===== config.mk =====
export PLATFORM = sky130hd
export DESIGN_NAME = ex_muldiv_ctrl_flat
export DESIGN_NICKNAME = d
export VERILOG_FILES = /design/src/rtl/ex_muldiv_ctrl_if.sv /design/src/rtl/ex_muldiv_ctrl.sv /design/src/flat_wrapper.sv
export SDC_FILE = /design/constraint.sdc
export NUM_CORES = 1
export LEC_CHECK = 0
export BUFFER_PORTS_ARGS = -buffer_cell sky130_fd_sc_hd__buf_2
export CAP_MARGIN = 20
export CORE_AREA = 2 2 177 179
export DETAILED_ROUTE_END_ITERATION = 12
export DIE_AREA = 0 0 179 181
export GPL_ROUTABILITY_DRIVEN = 1
export GPL_TIMING_DRIVEN = 0
export PLACE_DENSITY = 0.78
export SYNTH_ARGS = -nofsm -noshare
export SYNTH_HDL_FRONTEND = slang
export SYNTH_SLANG_ARGS = --single-unit

===== constraint.sdc =====
create_clock -name clk_i -period 3.55 [get_ports clk_i]
set_input_delay 0.71 -clock clk_i [delete_from_list [all_inputs] [get_ports clk_i]]
set_output_delay 0.71 -clock clk_i [all_outputs]
set_load 0.01 [all_outputs]

===== src/rtl/ex_muldiv_ctrl_if.sv =====
// Pipeline-to-multiply/divide unit bundle: operation request, MTHI/MTLO
// writes, flush, and the HI/LO/status outputs back to the pipeline.
`timescale 1ns/1ps

interface ex_muldiv_ctrl_if;
    logic        start_i;
    logic [1:0]  op_i;
    logic [31:0] a_i;
    logic [31:0] b_i;
    logic        hi_we_i;
    logic        lo_we_i;
    logic [31:0] wdata_i;
    logic        flush_i;
    logic [31:0] hi_o;
    logic [31:0] lo_o;
    logic        busy_o;
    logic        stall_o;
    logic        done_o;

    modport master (
        output start_i, op_i, a_i, b_i, hi_we_i, lo_we_i, wdata_i, flush_i,
        input  hi_o, lo_o, busy_o, stall_o, done_o
    );

    modport slave (
        input  start_i, op_i, a_i, b_i, hi_we_i, lo_we_i, wdata_i, flush_i,
        output hi_o, lo_o, busy_o, stall_o, done_o
    );
endinterface


===== src/rtl/ex_muldiv_ctrl.sv =====
// Iterative MULT/MULTU/DIV/DIVU unit with HI/LO registers: 32 radix-2 steps on
// operand magnitudes, then one sign-fixup cycle. Fixed 34-cycle latency.
`timescale 1ns/1ps

module ex_muldiv_ctrl (
    input logic             clk_i,
    input logic             rst_i,
    ex_muldiv_ctrl_if.slave bus
);
    typedef enum logic [1:0] {
        IDLE,
        BUSY,
        FIX
    } state_t;

    state_t      state;
    logic [4:0]  count;
    logic [1:0]  op_q;
    logic [31:0] opnd_q;
    logic [31:0] acc_hi;
    logic [31:0] acc_lo;
    logic [31:0] a_orig;
    logic        sign_a;
    logic        sign_b;
    logic [31:0] hi_q;
    logic [31:0] lo_q;
    logic        done_q;

    logic        a_neg;
    logic        b_neg;
    logic [31:0] mag_a;
    logic [31:0] mag_b;
    logic        start_ok;
    logic [32:0] mul_sum;
    logic [32:0] div_trial;
    logic [63:0] prod_fix;
    logic [31:0] res_hi;
    logic [31:0] res_lo;

    always_comb begin
        a_neg    = ~bus.op_i[0] & bus.a_i[31];
        b_neg    = ~bus.op_i[0] & bus.b_i[31];
        mag_a    = a_neg ? -bus.a_i : bus.a_i;
        mag_b    = b_neg ? -bus.b_i : bus.b_i;
        start_ok = bus.start_i & ~bus.flush_i & (state == IDLE);

        mul_sum   = {1'b0, acc_hi} + (acc_lo[0] ? {1'b0, opnd_q} : 33'd0);
        div_trial = {acc_hi, acc_lo[31]} - {1'b0, opnd_q};

        prod_fix = {acc_hi, acc_lo};
        res_hi   = acc_hi;
        res_lo   = acc_lo;
        if (op_q[1]) begin
            // Divide by zero bypasses sign fixup and reports the raw dividend.
            if (opnd_q == '0) begin
                res_hi = a_orig;
                res_lo = '1;
            end else begin
                res_hi = sign_a ? -acc_hi : acc_hi;
                res_lo = (sign_a ^ sign_b) ? -acc_lo : acc_lo;
            end
        end else begin
            if (sign_a ^ sign_b)
                prod_fix = -{acc_hi, acc_lo};
            res_hi = prod_fix[63:32];
            res_lo = prod_fix[31:0];
        end

        bus.hi_o    = hi_q;
        bus.lo_o    = lo_q;
        bus.done_o  = done_q;
        bus.busy_o  = (state != IDLE);
        bus.stall_o = ~rst_i & ((state != IDLE) | start_ok);
    end

    always_ff @(posedge clk_i) begin
        if (rst_i) begin
            state  <= IDLE;
            count  <= '0;
            op_q   <= '0;
            opnd_q <= '0;
            acc_hi <= '0;
            acc_lo <= '0;
            a_orig <= '0;
            sign_a <= 1'b0;
            sign_b <= 1'b0;
            hi_q   <= '0;
            lo_q   <= '0;
            done_q <= 1'b0;
        end else begin
            done_q <= 1'b0;
            case (state)
                IDLE: begin
                    if (bus.hi_we_i)
                        hi_q <= bus.wdata_i;
                    if (bus.lo_we_i)
                        lo_q <= bus.wdata_i;
                    if (start_ok) begin
                        // Multiply: acc_lo holds the multiplier; divide: the dividend.
                        op_q   <= bus.op_i;
                        opnd_q <= bus.op_i[1] ? mag_b : mag_a;
                        acc_hi <= '0;
                        acc_lo <= bus.op_i[1] ? mag_a : mag_b;
                        a_orig <= bus.a_i;
                        sign_a <= a_neg;
                        sign_b <= b_neg;
                        count  <= '0;
                        state  <= BUSY;
                    end
                end
                BUSY: begin
                    if (bus.flush_i) begin
                        state <= IDLE;
                    end else begin
                        if (op_q[1]) begin
                            if (!div_trial[32]) begin
                                acc_hi <= div_trial[31:0];
                                acc_lo <= {acc_lo[30:0], 1'b1};
                            end else begin
                                acc_hi <= {acc_hi[30:0], acc_lo[31]};
                                acc_lo <= {acc_lo[30:0], 1'b0};
                            end
                        end else begin
                            {acc_hi, acc_lo} <= {mul_sum, acc_lo[31:1]};
                        end
                        count <= count + 5'd1;
                        if (count == 5'd31)
                            state <= FIX;
                    end
                end
                FIX: begin
                    state <= IDLE;
                    if (!bus.flush_i) begin
                        hi_q   <= res_hi;
                        lo_q   <= res_lo;
                        done_q <= 1'b1;
                    end
                end
                default: state <= IDLE;
            endcase
        end
    end
endmodule


===== src/flat_wrapper.sv =====
// flat-port wrapper written by rule: the top's interface ports become plain ports
module ex_muldiv_ctrl_flat 
  (clk_i, rst_i, bus_start_i, bus_op_i, bus_a_i, bus_b_i, bus_hi_we_i, bus_lo_we_i, bus_wdata_i, bus_flush_i, bus_hi_o, bus_lo_o, bus_busy_o, bus_stall_o, bus_done_o);
  ex_muldiv_ctrl_if bus_i ();
  input logic clk_i;
  input logic rst_i;
  input wire logic [$bits(bus_i.start_i)-1:0] bus_start_i;
  input wire logic [$bits(bus_i.op_i)-1:0] bus_op_i;
  input wire logic [$bits(bus_i.a_i)-1:0] bus_a_i;
  input wire logic [$bits(bus_i.b_i)-1:0] bus_b_i;
  input wire logic [$bits(bus_i.hi_we_i)-1:0] bus_hi_we_i;
  input wire logic [$bits(bus_i.lo_we_i)-1:0] bus_lo_we_i;
  input wire logic [$bits(bus_i.wdata_i)-1:0] bus_wdata_i;
  input wire logic [$bits(bus_i.flush_i)-1:0] bus_flush_i;
  output wire logic [$bits(bus_i.hi_o)-1:0] bus_hi_o;
  output wire logic [$bits(bus_i.lo_o)-1:0] bus_lo_o;
  output wire logic [$bits(bus_i.busy_o)-1:0] bus_busy_o;
  output wire logic [$bits(bus_i.stall_o)-1:0] bus_stall_o;
  output wire logic [$bits(bus_i.done_o)-1:0] bus_done_o;
  assign bus_i.start_i = bus_start_i;
  assign bus_i.op_i = bus_op_i;
  assign bus_i.a_i = bus_a_i;
  assign bus_i.b_i = bus_b_i;
  assign bus_i.hi_we_i = bus_hi_we_i;
  assign bus_i.lo_we_i = bus_lo_we_i;
  assign bus_i.wdata_i = bus_wdata_i;
  assign bus_i.flush_i = bus_flush_i;
  assign bus_hi_o = bus_i.hi_o;
  assign bus_lo_o = bus_i.lo_o;
  assign bus_busy_o = bus_i.busy_o;
  assign bus_stall_o = bus_i.stall_o;
  assign bus_done_o = bus_i.done_o;
  ex_muldiv_ctrl u_core (.clk_i(clk_i), .rst_i(rst_i), .bus(bus_i));
endmodule

==> run summary, run 1 <==
After floorplanning, the core was divided into 64 placement rows. In the layout the commonest cells are nand2_1 (301), a21oi_1 (244), nor2_1 (239). The cell area that synthesis handed to floorplanning was 16,600 sq um.

When the netlist entered floorplanning its net count stood at 2,493. Detailed placement ended at an HPWL of 59,400 microns. The first routing iteration left 2,584 violations.

The remaining max-slew budget at the tightest pin is 0.261, and the final non-filler cell total is 2,939. Among all flip-flop cells after synthesis, the most frequent one is dfxtp_1. The setup violation total in the final timing report came out at 1.

In this run the worst hold path is classified as flip-flop to flip-flop. The final weighted congestion in routability-driven placement was 1.05. The run finished, with violations left. The boundary pin count is 171. Setup repair after global routing could not meet its margin everywhere.

No sink is reached through more buffers than the 3 on the longest clock path. The clock period minus final worst setup slack came out at 3.60 ns. The tools report the timing startpoint of the critical path as u_core.acc_hi[9].

The hold-critical path depth came out at 2. Summing internal, switching and leakage power gives 7.37 mW. The number of H-tree levels is 1, and the number of I/O port buffers is 168. The worst setup path category was flip-flop to flip-flop. TritonCTS built the clock tree. The first-pass GRT wire length is 110,000 microns, and the minimum setup slack after placement is -1.62 ns. The fraction of final layout cells with drive strength greater than 1 works out to 0.126. STA classifies the critical path endpoint as a flip-flop. The logs give 203 for the TritonCTS sink count and 0.426 mV for the maximum VDD drop. The tools report the library cell used as clock root buffer as clkbuf_16. Yosys synthesis warning count: 0. The global-route total usage across every layer was 0.447; the number of cells traversed by the worst register-to-register path was 11. The initial antenna violation count was 1; the vertical die dimension was 181 microns. The data required time of the worst path was 4.02 ns; the overall die area was 32,400 sq um. The logs give 0 for the antenna violation net count after detailed routing and -0.0472 ns for the final setup slack of the worst path.

Summed over all layers, the global routing overflow is 0. The number of enable-type register cells in the synthesized netlist was 0. After detailed routing, the average wire length per cell comes to 25.5 microns. For the starting utilization of the core area, the log shows 0.546.

In this run the horizontal extent of the chip is 179 microns. The number of fill cells in the layout was 2,768. Power spread over the standard cell area amounts to 383 nW/um^2. At the later pin of the worst-skew pair, clock insertion delay measures 0.54 ns.

The worst register-to-register path begins at u_core.acc_hi[9]. From synthesis to final layout, the design area changed by 16.1%. For this run, design rule violations remaining after detail routing come to 0. The synthesized design contains 203 register bits. The share of async-settable or async-resettable flops after synthesis came out at 0. The tools report the timing endpoint of the critical path as u_core.acc_hi[23]. The largest fanout of any net on the critical path was 8; the clock skew after layout was 0.0160 ns. The tools report the fmax as 278 MHz.

Averaged over all synthesized cells, the footprint is 7.16 sq um. The hold violation total from the final report was 0; the sequential cell area was 4080 sq um. The run gives 0.245 as the sequential element share of the synthesized area. STA classifies the critical path startpoint as a flip-flop. The synthesized netlist contains 72 unique library cells. The run gives 11,900 sq um as the multi-input gate area in the final layout. The logs give 30,300 sq um for the core area and 2,317 for the synthesized instance count.

The tools report the worst endpoint data arrival time as 4.07 ns. The leading cell type in the layout, fill and taps excluded was nand2_1. The count of maximum capacitance violations is 0. After clock tree synthesis, the flow added hold-fix buffers numbering 0. The final reports fail on setup timing. Entering global routing, the biggest net connects 13 pins. In this run, placement finished with an instance count of 2,881.

The number of global-route vias before repair is 18,147. For the number of detailed-route iterations in the first pass, the log shows 6. The tools report the capture point of the worst reg-to-reg path as u_core.acc_hi[23].

The share of the clock period used by the worst path was 1.01. After clock tree synthesis, the clock-pin slew on the worst setup and hold paths is 0.07 ns. The number of buffers created by CTS is 24. The tools report the leakage power summed over all cells as 7.77 nW. The total via count after detailed routing was 19,619; the number of vias per cell after detailed routing was 6.68. At the pin with the least slew margin, the transition time is 1.10 ns. After detailed routing, the total wire length is 75,000 microns. Across all register-to-register paths, the minimum setup slack is -0.05 ns.

The logs give 0 for the max-slew violation total from the final report and 2,702 for the final net count.
## repair_timing
item / in CTS / in global routing
pin swaps: 8 / 13
resized for setup: 43 / 54
setup endpoints to repair: 52 / 60
setup buffers: 12 / 3
## worst max-delay path, cell delays in order, from the launching register on
cell       delay [ns]
dfxtp_1          0.69
ha_1             0.41
and4_4           0.20
and3_4           0.19
a2111oi_4        0.44
o211a_1          0.28
o31ai_2          0.10
a21o_1           0.20
a21oi_2          0.17
a21oi_2          0.10
or4b_2           0.65
nand3b_1         0.10
## cell type report
cell class | instances | share of cell area
flip-flops and latches | 203 | 0.212
inverters | 60 | 0.0119
diodes | 1 | 0.000130
clock buffers | 33 | 0.0356
plain buffers | 178 | 0.0375
well taps | 396 | 0.0257
repair buffers | 184 | 0.0501
multi-input cells | 1875 | 0.618
clock inverters | 9 | 0.00923
## per-layer routing
metal,routed length (microns),up-vias,global-route usage
li1,-,8729,-
met1,29100,9162,0.594
met2,31600,1429,0.671
met3,9510,295,0.105
met4,4760,4,0.228
met5,38,-,0
## state kept, by name, indices dropped and copies added, names as in the netlist
| name | cells |
|---|---|
| u_core.bus.done_o | 1 |
| u_core.op_q | 1 |
| u_core.acc_hi | 32 |
| u_core.opnd_q | 32 |
| u_core.state | 2 |
| u_core.sign_a | 1 |
| u_core.sign_b | 1 |
| u_core.acc_lo | 32 |
| u_core.a_orig | 32 |
| u_core.bus.lo_o | 32 |
| u_core.count | 5 |
| u_core.bus.hi_o | 32 |
## Yosys cell counts, drive strengths merged (9+ instances only)
library cell / number / share of area
xnor2: 98 / 0.052
a22oi: 16 / 0.0072
a31oi: 15 / 0.0057
nand3: 25 / 0.0075
nand4: 15 / 0.0057
buf: 14 / 0.0038
nor2: 243 / 0.055
inv: 60 / 0.014
o41ai: 13 / 0.0073
and2: 9 / 0.0034
a211oi: 44 / 0.020
o221ai: 38 / 0.020
clkbuf: 165 / 0.037
xor2: 101 / 0.053
o211ai: 37 / 0.017
nand2b: 25 / 0.0094
or3: 18 / 0.0068
nand2: 303 / 0.069
nor3: 62 / 0.019
o21ai: 160 / 0.048
nor4: 25 / 0.0094
nand3b: 10 / 0.0045
mux2i: 80 / 0.048
a311oi: 11 / 0.0058
o31ai: 31 / 0.015
o22ai: 21 / 0.0079
dfxtp: 203 / 0.25
ha: 70 / 0.053
a21o: 36 / 0.016
a21oi: 252 / 0.076
and3: 16 / 0.0060
nor2b: 12 / 0.0050
or4: 19 / 0.0091
## worst min-delay path by stage
| stage | slack, ns | to | from |
|---|---|---|---|
| finish | 0.45 | u_core.bus.lo_o[13] | u_core.bus.lo_o[13] |
| global route | 0.48 | u_core.bus.lo_o[14] | u_core.bus.lo_o[14] |
| CTS | 0.45 | u_core.bus.lo_o[14] | u_core.bus.lo_o[14] |
| detailed placement | 0.44 | u_core.bus.lo_o[20] | u_core.bus.lo_o[20] |
| global placement | 0.44 | u_core.bus.lo_o[22] | u_core.bus.lo_o[22] |
| floorplan | 0.44 | u_core.a_orig[28] | u_core.a_orig[28] |
## stage by stage
step | hold slack, ns | cell area [sq um] | setup TNS (ns) | util
final | 0.451 | 19300 | -0.0472 | 0.634
after global placement | 0.440 | 17900 | -59.99 | 0.591
after global routing | 0.477 | 19300 | -0.151 | 0.634
after detailed placement | 0.443 | 17900 | -62.97 | 0.591
after CTS | 0.452 | 19000 | -0.00916 | 0.627
after floorplan | 0.436 | 16600 | 0 | -
## logic make-up (layout without fill, tap and decap cells)
kind of cell / after synthesis / count (layout) / synth area share
AO/OA/AOI/OAI: 718 / 718 / 0.270
multiplexers: 84 / 84 / 0.0510
adder cells (fa/ha/maj): 72 / 72 / 0.0552
XOR/XNOR: 199 / 199 / 0.105
AND/OR/NAND/NOR: 802 / 802 / 0.219
buffers and inverters: 239 / 464 / 0.0548
flip-flops: 203 / 203 / 0.245
other: 0 / 1 / 0
## where the power goes
part           leakage (nW)  switching (mW)  total [mW]  internal, mW
sequential             1.67           0.134        2.54          2.40
clock                 0.422            1.06        2.77          1.71
combinational          5.68            1.36        2.06         0.699
Power figures use the tool's default switching activity.
==> run 2: changes to the inputs <==
- SETUP_SLACK_MARGIN: unset -> 0.1
==> run summary, run 2 (synthesis results as in run 1) <==
The run finished with clean final reports. For the pin with the worst max-slew slack, the measured transition is 1.32 ns. The core area is 30,300 sq um. The library cells used most frequently in the layout, excluding fill and tap cells, are nand2_1 (301), a21oi_1 (238), nor2_1 (233). TritonCTS built the clock tree. Reg-to-reg startpoint: u_core.acc_lo[0]. The delay of the slowest critical-path stage was 0.51 ns; the final standard cell utilization of the core was 0.651.

The die is 179 microns wide. After global routing the overflow that remains totals 0. The critical path is of the flip-flop to flip-flop type. Clock skew on the completed layout was measured at 0.0255 ns. Count of maximum capacitance violations: 0. The worst hold-check path type was primary input to flip-flop. For this block, the initial DRC count from the detailed router was 3,109. From bottom edge to top edge, the die measures 181 microns. Dividing total power by cell area gives a power density of 372 nW/um^2.

Compared with the post-synthesis result, the final layout area differs by 19.2%. Traced cell by cell, the critical path runs through clkinvlp_4 -> buf_6 -> clkbuf_16 -> nor2_4 -> ha_4 -> and4_4 -> and3_4 -> a2111oi_4 -> o211a_1 -> o31ai_2 -> a21o_1 -> a21oi_2 -> a21oi_2 -> or4b_4 -> nand3b_1. 171 I/O pins were placed.

The run gives 15 as the pin count of the biggest net entering global routing. IR analysis of the VDD net gives a maximum drop of 0.426 mV. CTS placed an instance of clkbuf_16 at the clock tree root.

Clock-pin slew was measured on the worst setup and hold paths at 0.07 ns. The routed design could run at a clock period as short as 3.48 ns. Dividing the detail-routed via count by the number of cells gives 6.75.

The overall die area is 32,400 sq um, and the sum of internal, switching and leakage power is 7.34 mW. The fraction of final layout cells with drive strength greater than 1 is 0.148, and the number of detailed-route iterations in the first pass is 6. The routed design has 76,100 microns of wire. Dividing the detail-routed wire length by the instance count gives 25.7 microns. For the hold violation total from the final report, the log shows 0. The multi-input combinational cells in the finished layout cover a total of 12,100 sq um. The area of all placed cells without fillers is 19,800 sq um. The tools report the timing startpoint of the critical path as u_core.acc_lo[0]. At the end of the flow, the number of nets in the layout was 2,725. On the critical path the largest part of the delay comes from compound AO/OA/AOI/OAI gates.

After detailed routing, the number of remaining DRC violations is 0. Detailed placement ended at an HPWL of 59,100 microns. The starting utilization of the core area was 0.546.

The global-route total usage across every layer came out at 0.447. Setup repair after global routing could not meet its margin everywhere. TritonCTS created 23 clock buffers. The number of fill cells in the layout is 2,756.

Along the worst path, the maximum fanout reaches 6. Summing all flip-flop and latch instances after layout gives 4080 sq um. The first-pass GRT wire length was 110,000 microns; the number of rows in the core area was 64.

The number of global-route vias before repair is 18,210, and the remaining max-slew budget at the tightest pin is 0.116. The cell at the slowest stage of the critical path was or4b_4. At the later pin of the worst-skew pair, clock insertion delay measures 0.54 ns. Share of the clock period used by the worst path: 0.979.

The run gives 0 as the max-slew violation total from the final report. The tools report the launch point of the worst hold path as bus_wdata_i[5]. The tools report the worst endpoint data arrival time as 3.96 ns.

Counting along the longest clock path gives a buffer depth of 3. At the end of routability-driven placement, the weighted congestion stood at 1.07. The setup violation total in the final timing report was 0; the total via count after detailed routing was 20,006. The data required time of the worst path came out at 4.03 ns. STA classifies the critical path endpoint as a flip-flop. The logs give 7.93 nW for the leakage power summed over all cells and 0 for the antenna violation net count after detailed routing. Counting every sink on the clock net gives 203. The critical path contains buffers and inverters numbering 3 combined. After detailed placement, the total cell area comes to 17,900 sq um.

The leading cell type in the layout, fill and taps excluded was nand2_1. The logs give 0.441 ns for the minimum hold slack and 0 for the post-cts hold buffer count. Derived from the worst setup path, the maximum achievable clock frequency is 288 MHz.

The run gives 1 as the number of H-tree levels. STA classifies the critical path startpoint as a flip-flop. In this run the tool buffered the top-level ports with 168 buffer cells. The initial antenna violation count came out at 0. The cell repeated most along the worst path is a21oi_2.
==> run 2: cell types whose count changed in the layout (fill, tap and decap cells not counted), moves of 6 or more <==
cell | before | now
buf_4 | 17 | 31
ha_1 | 67 | 61
a21oi_1 | 244 | 238
nor2_1 | 239 | 233
==> run 2: timing repair <==
item / in CTS / in global routing
setup buffers: 13 / 22
gates resized for setup: 60 / 98
pin swaps: 13 / 32
endpoints found under the setup margin: 57 / 86
gates cloned: 0 / 4
==> run 2: worst register-to-register path, stage by stage (launching register included) <==
cell and delay [ns]:
dfxtp_4 0.36, clkinvlp_4 0.18, buf_6 0.18, clkbuf_16 0.15, nor2_4 0.10, ha_4 0.23, and4_4 0.20, and3_4 0.20
a2111oi_4 0.42, o211a_1 0.27, o31ai_2 0.09, a21o_1 0.17, a21oi_2 0.20, a21oi_2 0.09, or4b_4 0.51, nand3b_1 0.09
==> run 2: routing by layer <==
metal	part of all wire	wire length [microns]	track usage	up-vias
met5	0	0	0	-
met4	0.068	5150	0.247	0
met3	0.13	9940	0.0985	321
met2	0.42	31700	0.658	1556
met1	0.39	29400	0.601	9371
li1	-	-	-	8758
==> run 2: through the flow <==
step	instances	TNS, ns	worst slack [ns]
after floorplan	2317	0	0.136
after global placement	2881	-49.78	-1.42
after global routing	2961	-0.0483	-0.0483
final	2962	0	0.0742
after CTS	2935	0	0.0994
after detailed placement	2881	-50.97	-1.43
==> run 2: cell type report <==
type | instances | share of cell area
Tap cell | 396 | 0.0251
Clock inverter | 11 | 0.00747
Clock buffer | 30 | 0.0340
Inverter | 60 | 0.0118
Buffer | 178 | 0.0392
Sequential cell | 203 | 0.206
Antenna cell | 1 | 0.000127
Multi-Input combinational cell | 1875 | 0.614
Timing Repair Buffer | 208 | 0.0624
==> run 2: where the power goes <==
group	leakage, nW	switching (mW)	internal (mW)
Clock	0.399	1.08	1.56
Sequential	1.67	0.131	2.40
Combinational	5.87	1.40	0.770
Total	7.93	2.61	4.73
==> run 2: final timing paths <==
| check | endpoint | slack, ns | cells past startpoint |
|---|---|---|---|
| min reg2reg | u_core.bus.lo_o[24] | 0.45 | 2 |
| min | u_core.bus.hi_o[5] | 0.44 | 3 |
| max reg2reg | u_core.acc_hi[23] | 0.07 | 15 |
| max | u_core.acc_hi[23] | 0.07 | 15 |
